### src/rtl/axi_lite_ctrl_master.sv
// axi_lite_ctrl_master
// AXI4-Lite initiator for a kernel s_axi_control port. A command stream
// issues single writes, single reads, or masked poll loops (read until
// (rdata & mask) == (wdata & mask), an error response, or the read limit).
// One transaction is outstanding at a time; every output is a register.
//
// Ports
//   clock, reset          sole clock, synchronous active-high reset
//   cmd_*                 command stream (op: 00 write, 01 read, 10 poll, 11 illegal)
//   rsp_*                 response stream (rdata, resp, timeout, read count)
//   m_axi_aw*/w*/b*       AXI4-Lite write channels
//   m_axi_ar*/r*          AXI4-Lite read channels
//
// state | meaning
// ------+----------------------------------------------------------
// IDLE  | cmd_ready high, waiting for a command
// WR    | awvalid/wvalid offered, each drops after its own handshake
// WB    | bready high, waiting for the write response
// RA    | arvalid offered (raised one cycle after entry on poll retries)
// RD    | rready high, waiting for read data; poll decision made here
// RSP   | rsp_valid high, outputs frozen until rsp_ready
module axi_lite_ctrl_master #(
    parameter int ADDR_WIDTH = 12,
    parameter int DATA_WIDTH = 32,
    parameter int STRB_WIDTH = DATA_WIDTH / 8,
    parameter int CNT_WIDTH  = 16
) (
    input  logic                  clock,
    input  logic                  reset,

    input  logic                  cmd_valid,
    output logic                  cmd_ready,
    input  logic [1:0]            cmd_op,
    input  logic [ADDR_WIDTH-1:0] cmd_addr,
    input  logic [DATA_WIDTH-1:0] cmd_wdata,
    input  logic [STRB_WIDTH-1:0] cmd_wstrb,
    input  logic [DATA_WIDTH-1:0] cmd_mask,
    input  logic [CNT_WIDTH-1:0]  cmd_limit,

    output logic                  rsp_valid,
    input  logic                  rsp_ready,
    output logic [DATA_WIDTH-1:0] rsp_rdata,
    output logic [1:0]            rsp_resp,
    output logic                  rsp_timeout,
    output logic [CNT_WIDTH-1:0]  rsp_count,

    output logic                  m_axi_awvalid,
    input  logic                  m_axi_awready,
    output logic [ADDR_WIDTH-1:0] m_axi_awaddr,
    output logic [2:0]            m_axi_awprot,

    output logic                  m_axi_wvalid,
    input  logic                  m_axi_wready,
    output logic [DATA_WIDTH-1:0] m_axi_wdata,
    output logic [STRB_WIDTH-1:0] m_axi_wstrb,

    input  logic                  m_axi_bvalid,
    output logic                  m_axi_bready,
    input  logic [1:0]            m_axi_bresp,

    output logic                  m_axi_arvalid,
    input  logic                  m_axi_arready,
    output logic [ADDR_WIDTH-1:0] m_axi_araddr,
    output logic [2:0]            m_axi_arprot,

    input  logic                  m_axi_rvalid,
    output logic                  m_axi_rready,
    input  logic [DATA_WIDTH-1:0] m_axi_rdata,
    input  logic [1:0]            m_axi_rresp
);

    typedef enum logic [2:0] {IDLE, WR, WB, RA, RD, RSP} state_t;

    state_t                  state;
    logic                    poll_q;
    logic [ADDR_WIDTH-1:0]   addr_q;
    logic [DATA_WIDTH-1:0]   wdata_q;
    logic [DATA_WIDTH-1:0]   mask_q;
    logic [CNT_WIDTH-1:0]    limit_q;
    logic                    aw_done;
    logic                    w_done;

    logic                    aw_fire;
    logic                    w_fire;
    logic                    poll_hit;
    logic                    limit_hit;

    // Address and write data come straight from the command registers, which
    // only change in IDLE, so the payload is stable while any valid is high.
    assign m_axi_awaddr = addr_q;
    assign m_axi_araddr = addr_q;
    assign m_axi_wdata  = wdata_q;
    assign m_axi_awprot = 3'b000;
    assign m_axi_arprot = 3'b000;

    assign aw_fire   = m_axi_awvalid & m_axi_awready;
    assign w_fire    = m_axi_wvalid & m_axi_wready;
    assign poll_hit  = (m_axi_rdata & mask_q) == (wdata_q & mask_q);
    // rsp_count already includes the read being completed in RD.
    assign limit_hit = (limit_q != '0) && (rsp_count == limit_q);

    always_ff @(posedge clock) begin
        if (reset) begin
            state         <= IDLE;
            poll_q        <= 1'b0;
            addr_q        <= '0;
            wdata_q       <= '0;
            mask_q        <= '0;
            limit_q       <= '0;
            aw_done       <= 1'b0;
            w_done        <= 1'b0;
            cmd_ready     <= 1'b1;
            rsp_valid     <= 1'b0;
            rsp_rdata     <= '0;
            rsp_resp      <= 2'b00;
            rsp_timeout   <= 1'b0;
            rsp_count     <= '0;
            m_axi_awvalid <= 1'b0;
            m_axi_wvalid  <= 1'b0;
            m_axi_wstrb   <= '0;
            m_axi_bready  <= 1'b0;
            m_axi_arvalid <= 1'b0;
            m_axi_rready  <= 1'b0;
        end else begin
            case (state)
                IDLE: begin
                    if (cmd_valid) begin
                        cmd_ready   <= 1'b0;
                        poll_q      <= (cmd_op == 2'b10);
                        addr_q      <= cmd_addr;
                        wdata_q     <= cmd_wdata;
                        mask_q      <= cmd_mask;
                        limit_q     <= cmd_limit;
                        m_axi_wstrb <= cmd_wstrb;
                        rsp_count   <= '0;
                        rsp_timeout <= 1'b0;
                        rsp_rdata   <= '0;
                        rsp_resp    <= 2'b00;
                        case (cmd_op)
                            2'b00: begin
                                state         <= WR;
                                m_axi_awvalid <= 1'b1;
                                m_axi_wvalid  <= 1'b1;
                                aw_done       <= 1'b0;
                                w_done        <= 1'b0;
                            end
                            2'b01, 2'b10: begin
                                state         <= RA;
                                m_axi_arvalid <= 1'b1;
                            end
                            default: begin
                                state     <= RSP;
                                rsp_valid <= 1'b1;
                                rsp_resp  <= 2'b10;
                            end
                        endcase
                    end
                end

                WR: begin
                    if (aw_fire) begin
                        m_axi_awvalid <= 1'b0;
                        aw_done       <= 1'b1;
                    end
                    if (w_fire) begin
                        m_axi_wvalid <= 1'b0;
                        w_done       <= 1'b1;
                    end
                    if ((aw_done | aw_fire) && (w_done | w_fire)) begin
                        state        <= WB;
                        m_axi_bready <= 1'b1;
                    end
                end

                WB: begin
                    if (m_axi_bvalid) begin
                        m_axi_bready <= 1'b0;
                        rsp_resp     <= m_axi_bresp;
                        rsp_rdata    <= '0;
                        rsp_valid    <= 1'b1;
                        state        <= RSP;
                    end
                end

                RA: begin
                    // Poll retries arrive here with arvalid low, leaving one
                    // idle bus cycle between consecutive reads.
                    if (!m_axi_arvalid) begin
                        m_axi_arvalid <= 1'b1;
                    end else if (m_axi_arready) begin
                        m_axi_arvalid <= 1'b0;
                        m_axi_rready  <= 1'b1;
                        if (rsp_count != {CNT_WIDTH{1'b1}}) begin
                            rsp_count <= rsp_count + 1'b1;
                        end
                        state <= RD;
                    end
                end

                RD: begin
                    if (m_axi_rvalid) begin
                        m_axi_rready <= 1'b0;
                        rsp_rdata    <= m_axi_rdata;
                        rsp_resp     <= m_axi_rresp;
                        if (!poll_q || (m_axi_rresp != 2'b00) || poll_hit) begin
                            rsp_valid <= 1'b1;
                            state     <= RSP;
                        end else if (limit_hit) begin
                            rsp_valid   <= 1'b1;
                            rsp_timeout <= 1'b1;
                            state       <= RSP;
                        end else begin
                            state <= RA;
                        end
                    end
                end

                RSP: begin
                    if (rsp_ready) begin
                        rsp_valid <= 1'b0;
                        cmd_ready <= 1'b1;
                        state     <= IDLE;
                    end
                end

                default: begin
                    state     <= IDLE;
                    cmd_ready <= 1'b1;
                end
            endcase
        end
    end

endmodule

### config.mk
export PLATFORM = sky130hd
export DESIGN_NAME = axi_lite_ctrl_master
export DESIGN_NICKNAME = d
export VERILOG_FILES = /design/src/rtl/axi_lite_ctrl_master.sv
export SDC_FILE = /design/constraint.sdc
export NUM_CORES = 1
export LEC_CHECK = 0
export ABC_CLOCK_PERIOD_IN_PS = 1920
export BUFFER_PORTS_ARGS = -buffer_cell sky130_fd_sc_hd__buf_4
export CAP_MARGIN = 30
export CORE_MARGIN = 1.5
export CORE_UTILIZATION = 35
export CTS_CLUSTER_SIZE = 40
export DETAILED_ROUTE_END_ITERATION = 12
export GPL_TIMING_DRIVEN = 0
export HOLD_SLACK_MARGIN = 0.06
export MAX_ROUTING_LAYER = met4
export PLACE_DENSITY = 0.66
export SLEW_MARGIN = 20
export SYNTH_ARGS = -nofsm -noshare
export SYNTH_HDL_FRONTEND = slang
export SYNTH_SLANG_ARGS = --single-unit
### constraint.sdc
create_clock -name clock -period 1.92 [get_ports clock]
set_input_delay 0.384 -clock clock [delete_from_list [all_inputs] [get_ports clock]]
set_output_delay 0.384 -clock clock [all_outputs]
set_load 0.1 [all_outputs]
# [Word-level counts from Yosys, hierarchy flattened]
# Cells that the tools add are included.
[word_totals] regBits=160 wordCells=148 input_bits=143 output_inout_bits=124
[op_classes] n_reduce_logical=31 add_sub_neg=1 eq_ne=26 n_bitwise=7 muxes=63
[ops] cell="32-bit two-way mux" n=3
[ops] cell="32-bit one-hot mux with 3 select lines" n=1
[ops] cell="32-bit bitwise AND" n=2
[ops] cell="16-bit two-way mux" n=4
[ops] cell="32-bit == test" n=1
[ops] cell="16-bit one-hot mux with 2 select lines" n=1
[ops] cell="1-bit two-way mux" n=28
[ops] cell="3-bit two-way mux" n=9
[ops] cell="2-bit != test (second input constant)" n=13
[ops] cell="3-bit one-hot mux with 6 select lines" n=1
[ops] cell="16-bit by 1-bit adder with 16-bit output (second input constant)" n=1
[ops] cell="16-bit == test" n=1
[ops] cell="16-bit != test (second input constant)" n=1
[ops] cell="1-bit one-hot mux with 2 select lines" n=8
[ops] cell="4-bit AND reduction" n=4
[ops] cell="16-bit nonzero test" n=1
[ops] cell="7-bit AND reduction" n=2
[ops] cell="2-bit nonzero test" n=6
[ops] cell="5-bit AND reduction" n=2
[ops] cell="3-bit AND reduction" n=3
[ops] cell="2-bit two-way mux" n=4
[ops] cell="3-bit by 2-bit == test with 1-bit output (second input constant)" n=2
[ops] cell="3-bit == test (second input constant)" n=2
[ops] cell="2-bit one-hot mux with 3 select lines" n=1
[ops] cell="22 further kinds" n=27

# [Longest topological paths before layout]
# Gate-level depths: netlist of run 1.
[logic_depth] word_depth=6 depth_mapped=8

# [Least setup slack after synthesis of run 1]
# No wires, ideal clock.
[synth_path] kind="register to register" from="register rsp_count[0]" to="register rsp_count[14]" path_slack_ns=-0.742 period_less_slack_ns=2.662 t_arrival_ns=2.545 required_time_ns=1.803 setup_time_ns=0.117 stages_incl_launch_ff=8 path_cell_list="dfxtp_1 ha_1 nand2_1 or4_4 o21a_4 and4_1 xnor2_1 nor2_1"
[synth_via] elab_chain_len=5 word_cells_on_any_way=8 classes_between="add/sub: 1; eq/ne: 2; mux: 4; reduce/logical: 1"
[synth_rtl] item="start, declared" line="45" text="output logic [CNT_WIDTH-1:0] rsp_count,"
[synth_rtl] item="start signal, assigned" line="194" text="rsp_count <= rsp_count + 1'b1;"
[synth_rtl] item="16-bit by 1-bit adder with 16-bit output" line="194"
[synth_rtl] item="16-bit two-way mux" line="193" text="if (rsp_count != {CNT_WIDTH{1'b1}}) begin"
[synth_rtl] item="16-bit two-way mux" line="190" text="end else if (m_axi_arready) begin"
[synth_rtl] item="16-bit two-way mux" line="188" text="if (!m_axi_arvalid) begin"
[synth_rtl] item="16-bit one-hot mux with 2 select lines" line="125" text="case (state)"
# Parallel ways exist; a longest one is shown, timed or not. The select of a mux whose other input is x is not followed.
# A chain may end at the register's enable or synchronous reset.

# [Worst setup path after layout of run 1]
[layout_path] from="register wdata_q[6] (netlist: m_axi_wdata[6])" to="register state[1]"
[layout_via] elab_chain_len=6
[layout_rtl] item="start, declared" line="77" text="logic [DATA_WIDTH-1:0] wdata_q;"
[layout_rtl] item="start signal, assigned" line="131" text="wdata_q <= cmd_wdata;"
[layout_rtl] item="32-bit bitwise AND" line="98" text="assign poll_hit = (m_axi_rdata & mask_q) == (wdata_q & mask_q);"
[layout_rtl] item="32-bit == test" line="98"
[layout_rtl] item="1-bit logical OR" line="205" text="if (!poll_q || (m_axi_rresp != 2'b00) || poll_hit) begin"
[layout_rtl] item="3-bit two-way mux" line="205"
[layout_rtl] item="3-bit two-way mux" line="201" text="if (m_axi_rvalid) begin"
[layout_rtl] item="3-bit one-hot mux with 6 select lines" line="125"
[layout_rtl] item="end signal, assigned" line="207" text="state <= RSP;"
[layout_rtl] item="end signal, assigned" line="211" text="state <= RSP;"
[layout_rtl] item="end signal, assigned" line="213" text="state <= RA;"
[layout_rtl] item="end, declared" line="74" text="state_t state;"
# Every way passes these cells. The select of a mux whose other input is x is not followed.

==> results.md, run 1 <==
* Result of the run: finished clean
* First-pass GRT wire length at between 30 and 40 mm
* F_max at 0.527 GHz
* Multiplexer share of the synthesized area at less than 1%
* Worst-Margin Slew at just over 0.8 ns
* Die ar. at 20,400 um^2
* Async set-reset flop share out of synthesis at 0%
* Root Driver: clkbuf_16
* Flop and latch count out of synthesis at 160
* Via density at around 5
* Arr. time, crit path at 2.18 ns
* Top cells by area, synth: dfxtp_1 (47%), nand2_1 (14%), a21oi_1 (11%), xor2_1 (7.0%), nand3_1 (2.9%)
* Core Area at about 19,000 um^2
* Type of the worst min-delay path: in -> reg
* Grt ovf at 0
* Worst reg2reg path startpoint: m_axi_wdata[6]$_SDFFE_PP0P_
* Longest Clk Path Bufs at 2
* RSZ-0062 raised after global routing: yes
* RR Endpoint: state[1]$_SDFFE_PP0P_
* Total GRT Usage at between 20% and 30%
* Post-Synth Simple-Gate Area at between 20% and 30%
* Count of input and output buffers at 260
* Worst setup SP type: register
* Clock sink count at between 150 and 200
* Clock Latency Late Sink at approximately 0.43 ns
* Post-synth top area share at between 40% and 50%
* Drt drc at 0
* Die height at around 140 um
* Adder-cell share of the synthesized area at less than 1%
* Synthesized area per cell at between 7 and 8 um^2
* Worst slack, placed at -0.502 ns
* Max-cap violations at 0
* Initial DRC Count at 329
* Htree depth at 4
* Vias at 7,031
* Area growth syn-to-layout at 49.6%
* CTS clk-pin slew, worst paths at roughly 0.070 ns
* HP Start: cmd_wdata[0]
* Critical path type: reg -> reg
* Footprint of the multi-input gates at approximately 3400 um^2
* Initial antenna violation count at 0
* Peak VDD IR at 1200 uV
* DRT Pass-1 Iters at 4
* Final Util at a little over half
* CP Data Required Time at around 2.2 ns
* Main combinational cell family by area after synthesis: simple AND/OR/NAND/NOR gates
* Pins Over Slew Limit at 0
* Storage element area at between 3000 and 4000 um^2
* Seq/Total Area, Yosys at 46.8%
* Post-synth EDFFs at 0
* Wire per inst at between 15 and 20 um
* Post-layout min period at between 1.5 and 2 ns
* Complex-gate fraction of the synthesized area at 15.3%
* Final setup violation count at 0
* GP Congestion at 0.933
* Vias in the first global route at 6,926
* CTS tree: built
* Final Hold Vio Count at 0
* # rows at 50
* Worst slew margin at between 40% and 50%
* Dpl hpwl at 19.0 mm
* Worst Hold End: m_axi_wdata[0]$_SDFFE_PP0P_
* Pwr/cell area at between 1000 and 1500 nW/um^2
* CP Capture Type: register
* Routed WL at 25.2 mm
* Final worst path period share at between 90 and 100%
* Crit path launch: m_axi_wdata[6]$_SDFFE_PP0P_
* # nets final at about 1,300
* Largest net degree at the start of global routing at 17
* Antenna viol nets, final at 0
* Initial Util at 36.1%
* Leak Pwr at approximately 4.4 nW
* Synth Area in XOR/XNOR at between 7 and 8%
* R2R Setup Slk at about 0.021 ns
* Filler Cell Count at ~1,900
* Synth Flop Type: dfxtp_1
* ANT cells at 0
* Share of cells above drive strength 1 at between 30% and 40%
* Worst R2R Path Depth at 6
* Synthesized instance count at 862
* Die width at 143 um
* Final Skew at 0.0121 ns
* IO Pins at ~270
* Synthesized area at between 6000 and 7000 um^2
* Crit path max fanout at 3
* Hold path cells at 3
* Synth cell types at 51
* Setup ws final at around 0.021 ns
* Biggest area consumer among synthesized cells: dfxtp_1
* Total CTS buffers at 17
* Ys Warns at 0
-- flip-flops by register name (all words and copies together) (netlist names), 2 cells and up --
signal	cells
m_axi_wdata	32
m_axi_araddr	12
m_axi_wstrb	4
rsp_rdata	32
rsp_count	16
limit_q	16
rsp_resp	2
mask_q	32
state	3
-- placed cells by master, fill, tap and decap left out, types with 4 or more instances in the layout --
cell type | Yosys | layout
conb_1 | 1 | 6
clkbuf_2 | 0 | 13
xor2_1 | 55 | 54
clkbuf_16 | 0 | 17
inv_1 | 6 | 6
nor2_1 | 30 | 28
o21ai_0 | 6 | 6
xnor2_1 | 5 | 5
a21oi_1 | 149 | 149
buf_4 | 19 | 297
dfxtp_1 | 160 | 107
nand2_1 | 247 | 246
nand3_1 | 40 | 37
nand4_1 | 10 | 10
nor3_1 | 5 | 5
a22oi_1 | 16 | 14
clkbuf_1 | 37 | 25
nor4_1 | 10 | 8
dfxtp_4 | 0 | 50
buf_6 | 0 | 4
-- routing by layer --
| layer | part of all wire [%] | GRT usage [%] | up-vias | wire length, um |
|---|---|---|---|---|
| li1 | - | - | 3470 | - |
| met1 | 44 | 31.5 | 3276 | 11100 |
| met2 | 47 | 40.5 | 244 | 11800 |
| met3 | 6.5 | 5.94 | 41 | 1630 |
| met4 | 2.7 | 9.01 | 0 | 686 |
| met5 | 0 | - | - | 0 |
-- power by group --
group | internal (W) | total [W] | switching, W | leakage [nW]
registers | 0.00391 | 0.00440 | 0.000489 | 1.34
clock network | 0.00214 | 0.00350 | 0.00136 | 0.296
logic | 0.00185 | 0.00682 | 0.00497 | 2.75
-- worst max path at each step --
| stage | slack [ns] | cells past startpoint | to |
|---|---|---|---|
| 2_1_floorplan | -0.12 | 7 | rsp_count[14]$_SDFFE_PP0P_ |
| 3_3_place_gp | -0.46 | 7 | limit_q[0]$_SDFFE_PP0P_ |
| 3_5_place_dp | -0.50 | 7 | m_axi_awvalid$_SDFFE_PP0P_ |
| 4_1_cts | 0.004 | 7 | mask_q[15]$_SDFFE_PP0P_ |
| 5_1_grt | -0.03 | 7 | rsp_count[15]$_SDFFE_PP0P_ |
| 6_report | 0.02 | 6 | state[1]$_SDFFE_PP0P_ |
-- layout make-up --
cell class,count,share of cell area [%]
clock buffers,22,4.63
well taps,260,3.18
plain buffers,71,4.13
clock inverters,10,1.30
repair buffers,271,20.0
multi-input cells,629,33.3
flip-flops and latches,160,33.2
inverters,6,0.220
-- synth_stat cells (all sizes together), types with 2 or more instances --
cell type and n:
nand2 247, dfxtp 160, a21oi 150, xor2 55
nand3 41, clkbuf 37, buf 35, nor2 31
a22oi 16, nand4 11, nor4 10, o21ai 7
inv 6, nor3 5, xnor2 5, ha 4
a211oi 3, and3 3, nand2b 3, or3 3
and4 2, mux2i 2, nor3b 2, o211ai 2
o311ai 2, or2 2
-- logic make-up (layout without fill, tap and decap cells) --
group,after synthesis,count (layout)
buf+inv,78,380
other cells,1,6
mux,3,3
simple gates,368,368
fa+ha+maj,4,4
xor+xnor,60,60
flops,160,160
compound gates,188,188
-- worst max-delay path, stage by stage (launching register included) --
cell and delay (ns):
dfxtp_4 0.35, xor2_1 0.17, a22oi_1 0.31, nand4_1 0.21, nor4_4 0.44, or4b_4 0.21
a311oi_1 0.07
-- timing repair --
item / CTS / global route
buffers inserted: 4 / 7
endpoints found under the setup margin: 148 / 135
pin swaps: 3 / 5
endpoints found under the hold margin: 0 / 0
resized for setup: 26 / 47
hold buffers: 0 / 0
-- stage by stage --
step	area, um^2	power, W	TNS [ns]	hold slack, ns	cells
CTS	10100	0.0146	0	0.182	1422
finish	10200	0.0147	0	0.187	1429
global route	10200	0.0154	-0.102	0.180	1429
floorplan	7080	0.00904	-0.155	0.436	867
detailed placement	9360	0.0109	-53.27	0.444	1387
global placement	9360	0.0108	-48.18	0.439	1387
(Power assumes the default switching activity.)
==> run 2, diff against run 1 <==
- ABC_AREA: default -> 1
- PLACE_DENSITY: 0.66 -> 0.65
==> run 2 against run 1 <==
  * Routed wire length grew 2.8%
  * Sequential cell count is the same
  * Worst hold slack lost 0.0043 ns
==> results.md, run 2 <==
* Longest Clk Path Bufs at 2 (unchanged)
* Die width at 147 um (+3.1%)
* Vias at 7,735 (+10%)
* Initial antenna violation count at 0 (unchanged)
* Max-cap violations at 0 (unchanged)
* Result of the run: finished clean
* IO Pins at 267 (unchanged)
* Post-layout min period at 1.80 ns (-0.0942 ns)
* DRT Pass-1 Iters at 7 (+3)
* Die height at 147 um (+3.1%)
* ANT cells at 0 (unchanged)
* Routed WL at 25.9 mm (+2.8%)
* Via density at 4.80 (-2.4%)
* Layout Cell Area excl Fill at 10,400 um^2 (+1.7%)
* Die ar. at 21,700 um^2 (+6.4%)
* Clock sink count at 160 (unchanged)
* Ys Warns at 0 (unchanged)
* Post-DP Area at 9620 um^2 (+2.8%)
* Final worst path period share at 94.0% (-4.9 points)
* Commonest non-fill, non-tap cell in the layout: buf_4
* CP Capture Type: register
* Synthesized instance count at 1,037 (+20%)
* Synth cell types at 35 (-31%)
* Async set-reset flop share out of synthesis at 0% (unchanged)
* F_max at 0.554 GHz (+5.2%)
* # rows at 52 (+4.0%)
* Vias in the first global route at 7,214 (+4.2%)
* Root Driver: clkbuf_16
* R2R Setup Slk at 0.12 ns (+0.09 ns)
* # nets final at 1,476 (+13%)
* Dpl hpwl at 19.6 mm (+3.2%)
* Highest-count cells in the layout ignoring fill and taps: buf_4 (288), nand2_1 (188), nor2_1 (143)
* CTS clk-pin slew, worst paths at 0.06 ns (about the same)
* Biggest area consumer among synthesized cells: dfxtp_1
* Synthesized area per cell at 7.03 um^2 (-11%)
* Hold Buf Count CTS at 0 (unchanged)
* Total GRT Usage at 24.1% (-1.4 points)
* Worst reg2reg path startpoint: state[1]$_SDFFE_PP0P_
* CP endpoint: rsp_count[12]$_SDFFE_PP0P_
* Worst-Margin Slew at 0.671 ns (-0.139 ns)
* Peak VDD IR at 1210 uV (+0.47%)
* Pwr/cell area at 1790 nW/um^2 (+24%)
* Worst R2R Path Depth at 14 (+8)
* CTS tree: built
* Initial Util at 35.9% (-0.19 points)
* Leak Pwr at 4.91 nW (+12%)
* Most numerous cell in the Yosys netlist: nand2_1
* Post-synth top area share at 44.0% (-2.9 points)
* Crit path max fanout at 7 (+4)
* Pins Over Slew Limit at 0 (unchanged)
* Antenna viol nets, final at 0 (unchanged)
* Area growth syn-to-layout at 42.8%
* Type of the worst min-delay path: in -> reg
* Htree depth at 4 (unchanged)
* Crit path launch: state[1]$_SDFFE_PP0P_
* RR Endpoint: rsp_count[12]$_SDFFE_PP0P_
* Grt ovf at 0 (unchanged)
* Final Skew at 0.0150 ns (+0.00294 ns)
* Initial DRC Count at 397 (+21%)
* Drt drc at 0 (unchanged)
* Top post-synthesis cells by count: nand2_1 (189), dfxtp_1 (160), nor2_1 (146)
* Arr. time, crit path at 2.11 ns (-0.07 ns)
* Seq/Total Area, Yosys at 44.0% (-2.9 points)
* Worst setup SP type: register
* Critical path type: reg -> reg
* Clock Latency Late Sink at 0.42 ns (about the same)
* Wire per inst at 16.1 um (-8.8%)
* Final Hold Vio Count at 0 (unchanged)
* First-pass GRT wire length at 38.9 mm (+3.5%)
* Synth Flop Type: dfxtp_1
* Largest net degree at the start of global routing at 17 (unchanged)
* GP Congestion at 0.876 (-6.1%)
* Tot Pwr at 0.0186 W (+26%)
* Post-synth EDFFs at 0 (unchanged)
* Synthesized area at 7290 um^2 (+6.5%)
* Worst slew margin at 55.3% (+9.3 points)
* Final setup violation count at 0 (unchanged)
* Top cells by area, synth: dfxtp_1 (44%), nand2_1 (9.7%), o21ai_0 (7.7%), nor2_1 (7.5%), a21oi_1 (7.1%)
* Flop and latch count out of synthesis at 160 (unchanged)
* Count of input and output buffers at 259 (-0.38%)
* Filler Cell Count at 2,075 (+12%)
* Share of cells above drive strength 1 at 29.1% (-7.4 points)
* CP Data Required Time at 2.23 ns (+0.03 ns)
* Total CTS buffers at 17 (unchanged)
* Core Area at 20,300 um^2 (+7.1%)
run 2: metal layers:
| metal | GRT usage [%] | wire length (um) | vias to the layer above |
|---|---|---|---|
| li1 | - | - | 3898 |
| met4 | 5.65 | 297 | 0 |
| met2 | 38.5 | 12300 | 257 |
| met5 | - | 0 | - |
| met1 | 30.7 | 11500 | 3561 |
| met3 | 5.71 | 1730 | 19 |
run 2: what timing repair did:
| item | in CTS | in global routing |
|---|---|---|
| setup buffers | 6 | 4 |
| resized for setup | 20 | 13 |
| pin swaps | 4 | 5 |
| endpoints found under the setup margin | 136 | 103 |
run 2: report_power, final:
part	switching [W]	internal, W	total, W
Combinational	0.00754	0.00250	0.0100
Sequential	0.000626	0.00422	0.00485
Clock	0.00143	0.00229	0.00372
run 2: worst min path at each step:
stage / endpoint / slack, ns / cells after the start / from
floorplan: poll_q$_SDFFE_PP0P_ / 0.43 / 2 / poll_q$_SDFFE_PP0P_
global placement: rsp_rdata[25]$_SDFFE_PP0P_ / 0.45 / 2 / rsp_rdata[25]$_SDFFE_PP0P_
detailed placement: rsp_rdata[3]$_SDFFE_PP0P_ / 0.46 / 2 / rsp_rdata[3]$_SDFFE_PP0P_
CTS: m_axi_araddr[7]$_SDFFE_PP0P_ / 0.16 / 3 / cmd_addr[7]
global route: m_axi_wstrb[3]$_SDFFE_PP0P_ / 0.17 / 3 / cmd_wstrb[3]
finish: mask_q[1]$_SDFFE_PP0P_ / 0.18 / 3 / cmd_mask[1]
run 2: area by class of cell:
class | instances | area (um^2) | share of cell area, %
multi-input combinational | 697 | 3310 | 31.8
tap | 270 | 338 | 3.25
buffer | 67 | 395 | 3.80
inverter | 117 | 452 | 4.34
sequential | 160 | 3240 | 31.2
clock inverter | 11 | 179 | 1.72
clock buffer | 20 | 467 | 4.49
timing repair buffer | 269 | 2020 | 19.4
run 2: cell families after synthesis:
| logic type | share of synthesized area [%] |
|---|---|
| AO/OA/AOI/OAI | 16.3 |
| buffers and inverters | 11.2 |
| other | 0.0515 |
| AND/OR/NAND/NOR | 25.5 |
| XOR/XNOR | 2.28 |
| flip-flops | 44.0 |
| adder cells (fa/ha/maj) | 0.687 |
run 2: stage by stage:
step | std cells | setup TNS, ns | worst slack, ns | hold WS [ns] | util [%]
floorplan | 1042 | 0 | 0.0378 | 0.430 | -
global route | 1611 | -0.0208 | -0.0147 | 0.173 | 51.2
CTS | 1608 | 0 | 0.0145 | 0.162 | 51.0
finish | 1611 | 0 | 0.115 | 0.183 | 51.2
detailed placement | 1571 | -30.70 | -0.463 | 0.456 | 47.4
global placement | 1571 | -29.43 | -0.503 | 0.451 | 47.4
run 2: critical path, cell delays in order, from the launching register on:
cell and delay (ns):
dfxtp_4 0.38, nor2_4 0.18, nand2_4 0.11, nor2_4 0.13, inv_2 0.08, nand2_1 0.10
nand2_2 0.10, inv_4 0.09, nand2_2 0.07, inv_2 0.07, nand2_1 0.09, nor2_2 0.12
nand3_1 0.08, nand2_1 0.07, nor2_1 0.04
